File: config.mk
export PLATFORM = sky130hd
export DESIGN_NAME = load_store_unit
export DESIGN_NICKNAME = d
export VERILOG_FILES = /design/src/rtl/load_store_unit_pkg.sv /design/src/rtl/load_store_unit_load_extend.sv /design/src/rtl/load_store_unit.sv
export SDC_FILE = /design/constraint.sdc
export NUM_CORES = 1
export LEC_CHECK = 0
export ABC_AREA = 1
export CORE_AREA = 2 2 72 74
export CTS_BUF_LIST = sky130_fd_sc_hd__clkbuf_4
export CTS_CLUSTER_SIZE = 40
export DETAILED_ROUTE_END_ITERATION = 16
export DIE_AREA = 0 0 74 76
export DONT_BUFFER_PORTS = 1
export SETUP_SLACK_MARGIN = 0.15
export SYNTH_ARGS = -nofsm -noshare
export SYNTH_HDL_FRONTEND = slang
export SYNTH_SLANG_ARGS = --single-unit
File: constraint.sdc
create_clock -name clk -period 1.62 [get_ports clk]
set_clock_uncertainty 0.15 [all_clocks]
set_input_delay 0.162 -clock clk [delete_from_list [all_inputs] [get_ports clk]]
set_output_delay 0.162 -clock clk [all_outputs]
set_load 0.1 [all_outputs]
File: src/rtl/load_store_unit_pkg.sv
// Shared funct3 encodings and FSM state type for the load/store unit.
package load_store_unit_pkg;

    localparam logic [2:0] LF3_LB  = 3'b000;
    localparam logic [2:0] LF3_LH  = 3'b001;
    localparam logic [2:0] LF3_LW  = 3'b010;
    localparam logic [2:0] LF3_LBU = 3'b100;
    localparam logic [2:0] LF3_LHU = 3'b101;

    localparam logic [2:0] SF3_SB  = 3'b000;
    localparam logic [2:0] SF3_SH  = 3'b001;
    localparam logic [2:0] SF3_SW  = 3'b010;

    typedef enum logic {
        LSU_IDLE      = 1'b0,
        LSU_LOAD_RESP = 1'b1
    } lsu_state_e;

endpackage

File: src/rtl/load_store_unit_load_extend.sv
// Selects the addressed byte/half lane of a read word and sign- or zero-extends it.
module load_extend
    import load_store_unit_pkg::*;
(
    input  logic [31:0] rdata,
    input  logic [1:0]  offset,
    input  logic [2:0]  loadOp,
    output logic [31:0] result
);

    logic [7:0]  byte_sel;
    logic [15:0] half_sel;

    always_comb begin
        byte_sel = rdata[7:0];
        case (offset)
            2'd0: byte_sel = rdata[7:0];
            2'd1: byte_sel = rdata[15:8];
            2'd2: byte_sel = rdata[23:16];
            2'd3: byte_sel = rdata[31:24];
            default: byte_sel = rdata[7:0];
        endcase
        half_sel = offset[1] ? rdata[31:16] : rdata[15:0];
    end

    always_comb begin
        result = 32'h0;
        case (loadOp)
            LF3_LB:  result = {{24{byte_sel[7]}}, byte_sel};
            LF3_LH:  result = {{16{half_sel[15]}}, half_sel};
            LF3_LW:  result = rdata;
            LF3_LBU: result = {24'h0, byte_sel};
            LF3_LHU: result = {16'h0, half_sel};
            default: result = 32'h0;
        endcase
    end

endmodule

File: src/rtl/load_store_unit.sv
// Data-memory responder: one-cycle stores, two-cycle loads (one stall cycle)
// against a single-port synchronous word SRAM.
//
// state         | meaning
// LSU_IDLE      | accept a request; outputs follow the request inputs
// LSU_LOAD_RESP | SRAM read data valid; extend it onto loadData
module load_store_unit
    import load_store_unit_pkg::*;
#(
    parameter int ADDR_WIDTH = 10
) (
    input  logic                  clk,
    input  logic                  reset,
    input  logic                  memRead,
    input  logic                  memWrite,
    input  logic [2:0]            loadOp,
    input  logic [31:0]           addr,
    input  logic [31:0]           storeData,
    output logic [31:0]           loadData,
    output logic                  stall,
    output logic                  fault,
    output logic                  ramEn,
    output logic                  ramWe,
    output logic [3:0]            ramBe,
    output logic [ADDR_WIDTH-1:0] ramAddr,
    output logic [31:0]           ramWdata,
    input  logic [31:0]           ramRdata
);

    lsu_state_e state_q, state_d;
    logic [1:0] offset_q, offset_d;
    logic [2:0] op_q, op_d;

    logic        is_half, is_word, misaligned;
    logic        load_legal, store_legal, illegal_op;
    logic        fault_det;
    logic [31:0] ext_data;

    // Addresses wrap: bits above the word index are deliberately ignored.
    logic unused_addr_hi;
    assign unused_addr_hi = ^addr[31:ADDR_WIDTH+2];

    always_comb begin
        is_half     = (loadOp[1:0] == 2'b01);
        is_word     = (loadOp[1:0] == 2'b10);
        misaligned  = (is_half && addr[0]) || (is_word && (addr[1:0] != 2'b00));
        load_legal  = (loadOp == LF3_LB) || (loadOp == LF3_LH) || (loadOp == LF3_LW) ||
                      (loadOp == LF3_LBU) || (loadOp == LF3_LHU);
        store_legal = (loadOp == SF3_SB) || (loadOp == SF3_SH) || (loadOp == SF3_SW);
        illegal_op  = (memRead && !load_legal) || (memWrite && !store_legal);
        fault_det   = (memRead || memWrite) &&
                      (misaligned || illegal_op || (memRead && memWrite));
    end

    load_extend u_load_extend (
        .rdata  (ramRdata),
        .offset (offset_q),
        .loadOp (op_q),
        .result (ext_data)
    );

    always_ff @(posedge clk) begin
        if (reset) begin
            state_q  <= LSU_IDLE;
            offset_q <= 2'b00;
            op_q     <= 3'b000;
        end else begin
            state_q  <= state_d;
            offset_q <= offset_d;
            op_q     <= op_d;
        end
    end

    always_comb begin
        state_d  = state_q;
        offset_d = offset_q;
        op_d     = op_q;
        case (state_q)
            LSU_IDLE: begin
                if (memRead && !fault_det) begin
                    state_d  = LSU_LOAD_RESP;
                    offset_d = addr[1:0];
                    op_d     = loadOp;
                end
            end
            LSU_LOAD_RESP: state_d = LSU_IDLE;
            default:       state_d = LSU_IDLE;
        endcase
    end

    always_comb begin
        loadData = 32'h0;
        stall    = 1'b0;
        fault    = 1'b0;
        ramEn    = 1'b0;
        ramWe    = 1'b0;
        ramBe    = 4'b0000;
        ramAddr  = '0;
        ramWdata = 32'h0;
        if (!reset) begin
            case (state_q)
                LSU_IDLE: begin
                    if (fault_det) begin
                        fault = 1'b1;
                    end else if (memWrite) begin
                        ramEn   = 1'b1;
                        ramWe   = 1'b1;
                        ramAddr = addr[ADDR_WIDTH+1:2];
                        case (loadOp)
                            SF3_SB: begin
                                ramBe    = 4'b0001 << addr[1:0];
                                ramWdata = {4{storeData[7:0]}};
                            end
                            SF3_SH: begin
                                ramBe    = addr[1] ? 4'b1100 : 4'b0011;
                                ramWdata = {2{storeData[15:0]}};
                            end
                            default: begin
                                ramBe    = 4'b1111;
                                ramWdata = storeData;
                            end
                        endcase
                    end else if (memRead) begin
                        ramEn   = 1'b1;
                        ramAddr = addr[ADDR_WIDTH+1:2];
                        stall   = 1'b1;
                    end
                end
                LSU_LOAD_RESP: loadData = ext_data;
                default: ;
            endcase
        end
    end

endmodule
==> run_results.csv, run 1 <==
group,metric,value,unit
yosys,synth.avg_cell_area,4.94,um^2
floorplanning,fp-row-count,26,
floorplanning,pin_count,185,
place,gp_congestion,0.957,
yosys,synth_top_area_cell,"nor2_1",
floorplanning,die_h,76,um
yosys,ys_seq_area_share,5.92,%
floorplanning,die_x,74,um
yosys,synth-adder-area-share,0,%
yosys,synth_cell_type_count,28,
yosys,synth-xor-area-share,0,%
yosys,syn_nets,514,
yosys,synth-simple-area-share,48.1,%
place,dp_hpwl,10.8,mm
yosys,netlist_area,2030,um^2
yosys,synth_top_family_by_area,"simple AND/OR/NAND/NOR gates",
yosys,synthTopCellsByArea,"nor2_1, nand2_1, inv_1",
status,stop_stage,"detailed placement",
yosys,netlist.area_leader.share,15.5,%
place,io_buffers,0,
yosys,synth_compound_area_share,23.9,%
status,tool.error,"[ERROR DPL-0033] detailed placement checks failed during check placement.",
status,outcome,"aborted with a tool error",
yosys,synth_seq_cells,6,
yosys,synth.mux.area_fraction,0,%
yosys,syn_inst,411,
floorplanning,start_util,41.3,%
yosys,synth_warnings,0,
-- per-stage QoR --
step,instances,setup WS [ns]
after global placement,577,-0.0690
after floorplan,411,-0.320
-- synthesized netlist by cell type --
cell type	count
a21oi_1	45
buf_1	1
buf_2	3
buf_4	1
buf_6	12
clkbuf_1	3
clkinv_1	2
dfxtp_1	6
inv_1	65
inv_2	5
inv_4	1
nand2_1	78
nand2_2	4
nand2_4	2
nand3_1	21
nand3_2	2
nand3_4	1
nand4_1	1
nand4_2	1
nor2_1	84
nor2_2	11
nor2_4	1
nor3_1	7
o211ai_1	8
o21ai_0	32
o21ai_1	6
o21ai_2	1
or2_2	7
-- cell families after synthesis --
group           Yosys count
compound gates           92
buf+inv                  93
flops                     6
simple gates            220
==> inputs of run 2 (changes only) <==
- CORE_AREA: 2 2 72 74 -> unset
- CORE_UTILIZATION: unset -> 33
- CTS_BUF_LIST: sky130_fd_sc_hd__clkbuf_4 -> unset
- CTS_CLUSTER_SIZE: 40 -> unset
- DIE_AREA: 0 0 74 76 -> unset
- PLACE_DENSITY_LB_ADDON: unset -> 0.15
- SETUP_SLACK_MARGIN: 0.15 -> unset
==> run 2 against run 1 <==
The flow now finishes, with violations (setup timing). Synthesized cell count did not move. Area after synthesis unchanged.
==> run_results.csv, run 2 <==
group,metric,value,unit
worst_setup_path,cp.arrival,1.79,ns
route,post-route-drc-count,0,
finish,area_growth,165,%
yosys,synth_edf_count,0,
cts,clk_latency,0.22,ns
timing,hold_viol_final,0,
worst_setup_path,critPathCaptureType,"primary output",
route,drtIter0Drc,290,
worst_setup_path,timing.rr.start,"state_q$_SDFF_PP0_",
floorplanning,die_area,6470,um^2
timing,worst_slack,-0.478,ns
finish,drive_gt1_share,54.6,%
yosys,netlist_area,2030,um^2
global_route,grt_pass1_vias,3468,
route,vias_per_cell,6.02,
yosys,synth.avg_cell_area,4.94,um^2
floorplanning,start_util,34.3,%
global_route,antenna_found_initial,0,
yosys,syn_nets,514,
yosys,synth_warnings,0,
yosys,synth_top_area_cell,"nor2_1",
worst_setup_path,critPathMaxStageDelay,0.40,ns
yosys,synth_cell_type_count,28,
finish,final_nets,641,
flow_run,cap_viol_max_count,0,
cts,cts.sinks,6,
floorplanning,pin_count,185,
power_and_ir_drop,ir_drop,0.374,mV
yosys,syn_inst,411,
timing,fin_hold_ws,0.112,ns
worst_setup_path,r2r_slack,0.02,ns
place,dp_hpwl,7.51,mm
floorplanning,core,5920,um^2
worst_setup_path,timing.rr.end,"op_q[2]$_SDFFE_PP0P_",
worst_setup_path,worst_setup_path_start_kind,"flop",
global_route,grt_max_degree,22,
worst_setup_path,crit_chain,"nand2_1, inv_2, buf_4, a21oi_1, o21ai_0, a21oi_1, nor2_4, buf_12",
min_path,holdCritPathClass,"in -> reg",
cts,cts-root-buf,"clkbuf_8",
yosys,synth_seq_cells,6,
cts,cts_buffer_depth,2,
route,dr.pass1.iters,5,
place,gp_congestion,0.848,
worst_setup_path,crit_path_frequent_cell,"a21oi_1",
yosys,synthTopCellsByArea,"nor2_1, nand2_1, inv_1",
finish,layout_commonest_cell,"buf_12",
finish,n_antenna_cell,0,
route,wl_per_cell,22.0,um
yosys,async_flop_share,0,%
floorplanning,die_x,80.4,um
min_path,hold_depth,4,
cts,numCtsBuffers,3,
place,io_buffers,0,
min_path,hold_end,"offset_q[1]$_SDFFE_PP0P_",
timing,max_clock_freq,477,MHz
worst_setup_path,r2r_cells,6,
finish,reg_top3,"op_q x3, offset_q x2, state_q x1",
min_path,worstHoldStart,"reset",
timing,rsz0062_at_grt,"yes",
power_and_ir_drop,p_per_area,424,nW/um^2
finish,largest_register_ffs,3,
timing,min_period,2.10,ns
power_and_ir_drop,finalPower,2280,uW
cts,cts_tree,"yes",
worst_setup_path,cp.required,1.31,ns
timing,slew_headroom,71.2,%
global_route,grtUsageTotal,36.2,%
status,violations,"setup timing",
global_route,grt_first_pass_wirelength,18.1,mm
route,antenna_left,0,
worst_setup_path,path_max_fanout,14,
cts,clk_pin_slew_worst_paths,0.05,ns
timing,finalSetupViolations,81,
timing,slew_viol_final,0,
yosys,netlist.area_leader.share,15.5,%
worst_setup_path,path_class,"reg -> out",
power_and_ir_drop,leakagePower,0.00206,uW
worst_setup_path,slowest_stage,"dfxtp_4",
finish,mostFrequentLayoutCells,"buf_12, nand2_1, inv_1",
finish,regMostFlops,"op_q",
route,drt_wl_total,13.5,mm
status,outcome,"finished, violations left",
yosys,ys_seq_area_share,5.92,%
global_route,grt-ovfl-total,0,
timing,worst_pin_slew,0.432,ns
timing,period_share,130,%
yosys,synth_flop_cell,"dfxtp_1",
floorplanning,die_h,80.4,um
route,routed-via-count,3686,
cts,cts.htree.levels,1,
yosys,synthTopCellsByCount,"nor2_1, nand2_1, inv_1",
yosys,synth.most_common_cell,"nor2_1",
floorplanning,fp-row-count,28,
-- run 2: cell counts after synthesis --
No cell type changed its count.
-- run 2: worst max-delay path: cells and delay by family (launching register included) --
family / cells / cell delay (ns)
AO/OA/AOI/OAI: 3 / 0.67
AND/OR/NAND/NOR: 2 / 0.15
flip-flops: 1 / 0.40
buffers and inverters: 3 / 0.33
-- run 2: cell families (layout without fill, tap and decap cells) --
kind of cell,count (synthesis),count (layout),synth area share [%]
AND/OR/NAND/NOR,220,221,48.1
flip-flops,6,6,5.92
AO/OA/AOI/OAI,92,92,23.9
buffers and inverters,93,218,22.1
-- run 2: worst max-delay path by stage --
stage,from,end,slack [ns],cells past startpoint
6_report,offset_q[1]$_SDFFE_PP0P_,loadData[7],-0.48,8
5_1_grt,op_q[1]$_SDFFE_PP0P_,loadData[30],-0.49,8
4_1_cts,offset_q[1]$_SDFFE_PP0P_,loadData[11],-0.35,7
3_3_place_gp,offset_q[1]$_SDFFE_PP0P_,loadData[1],-0.08,6
3_5_place_dp,offset_q[1]$_SDFFE_PP0P_,loadData[17],-0.15,7
2_1_floorplan,offset_q[1]$_SDFFE_PP0P_,loadData[6],-0.32,7
-- run 2: per-layer routing --
metal	vias up	track usage [%]	share of wire, %
li1	1542	-	-
met1	1704	39.3	32
met2	350	65.0	50
met3	90	10.0	12
met4	0	15.2	5.7
met5	-	0	0
-- run 2: timing repair --
| item | CTS | global route |
|---|---|---|
| hold endpoints to repair | 6 | 0 |
| setup endpoints to repair | 79 | 82 |
| pin swaps | 12 | 15 |
| hold buffers | 6 | 0 |
| gates cloned | 4 | 2 |
| gates resized for setup | 22 | 28 |
| setup buffers | 8 | 6 |
-- run 2: stage by stage --
step	std cells	TNS, ns	setup slack, ns	utilization, %	cell area [um^2]
global placement	585	-1.75	-0.0847	81.8	4840
CTS	606	-19.78	-0.353	88.3	5230
finish	612	-23.98	-0.478	90.8	5380
detailed placement	585	-4.41	-0.149	81.8	4840
floorplan	411	-20.11	-0.320	-	2950
global route	612	-26.99	-0.494	90.8	5380
-- run 2: report_power, final --
group,internal (uW),switching (uW)
Clock,171,78.7
Combinational,636,1210
Sequential,160,25.0
-- run 2: final cells by class --
class,instances,area [um^2]
multi-input combinational,313,2410
timing repair buffer,141,2400
fill,230,544
inverter,73,299
sequential,6,131
tap,75,93.8
clock buffer,4,45.0
Note: power is estimated with default switching activity, not from simulation.
==> inputs of run 3 (changes only) <==
- SLEW_MARGIN: unset -> 0
==> results of run 3 <==
The final DEF is identical to that of run 2; final timing and power are the same.
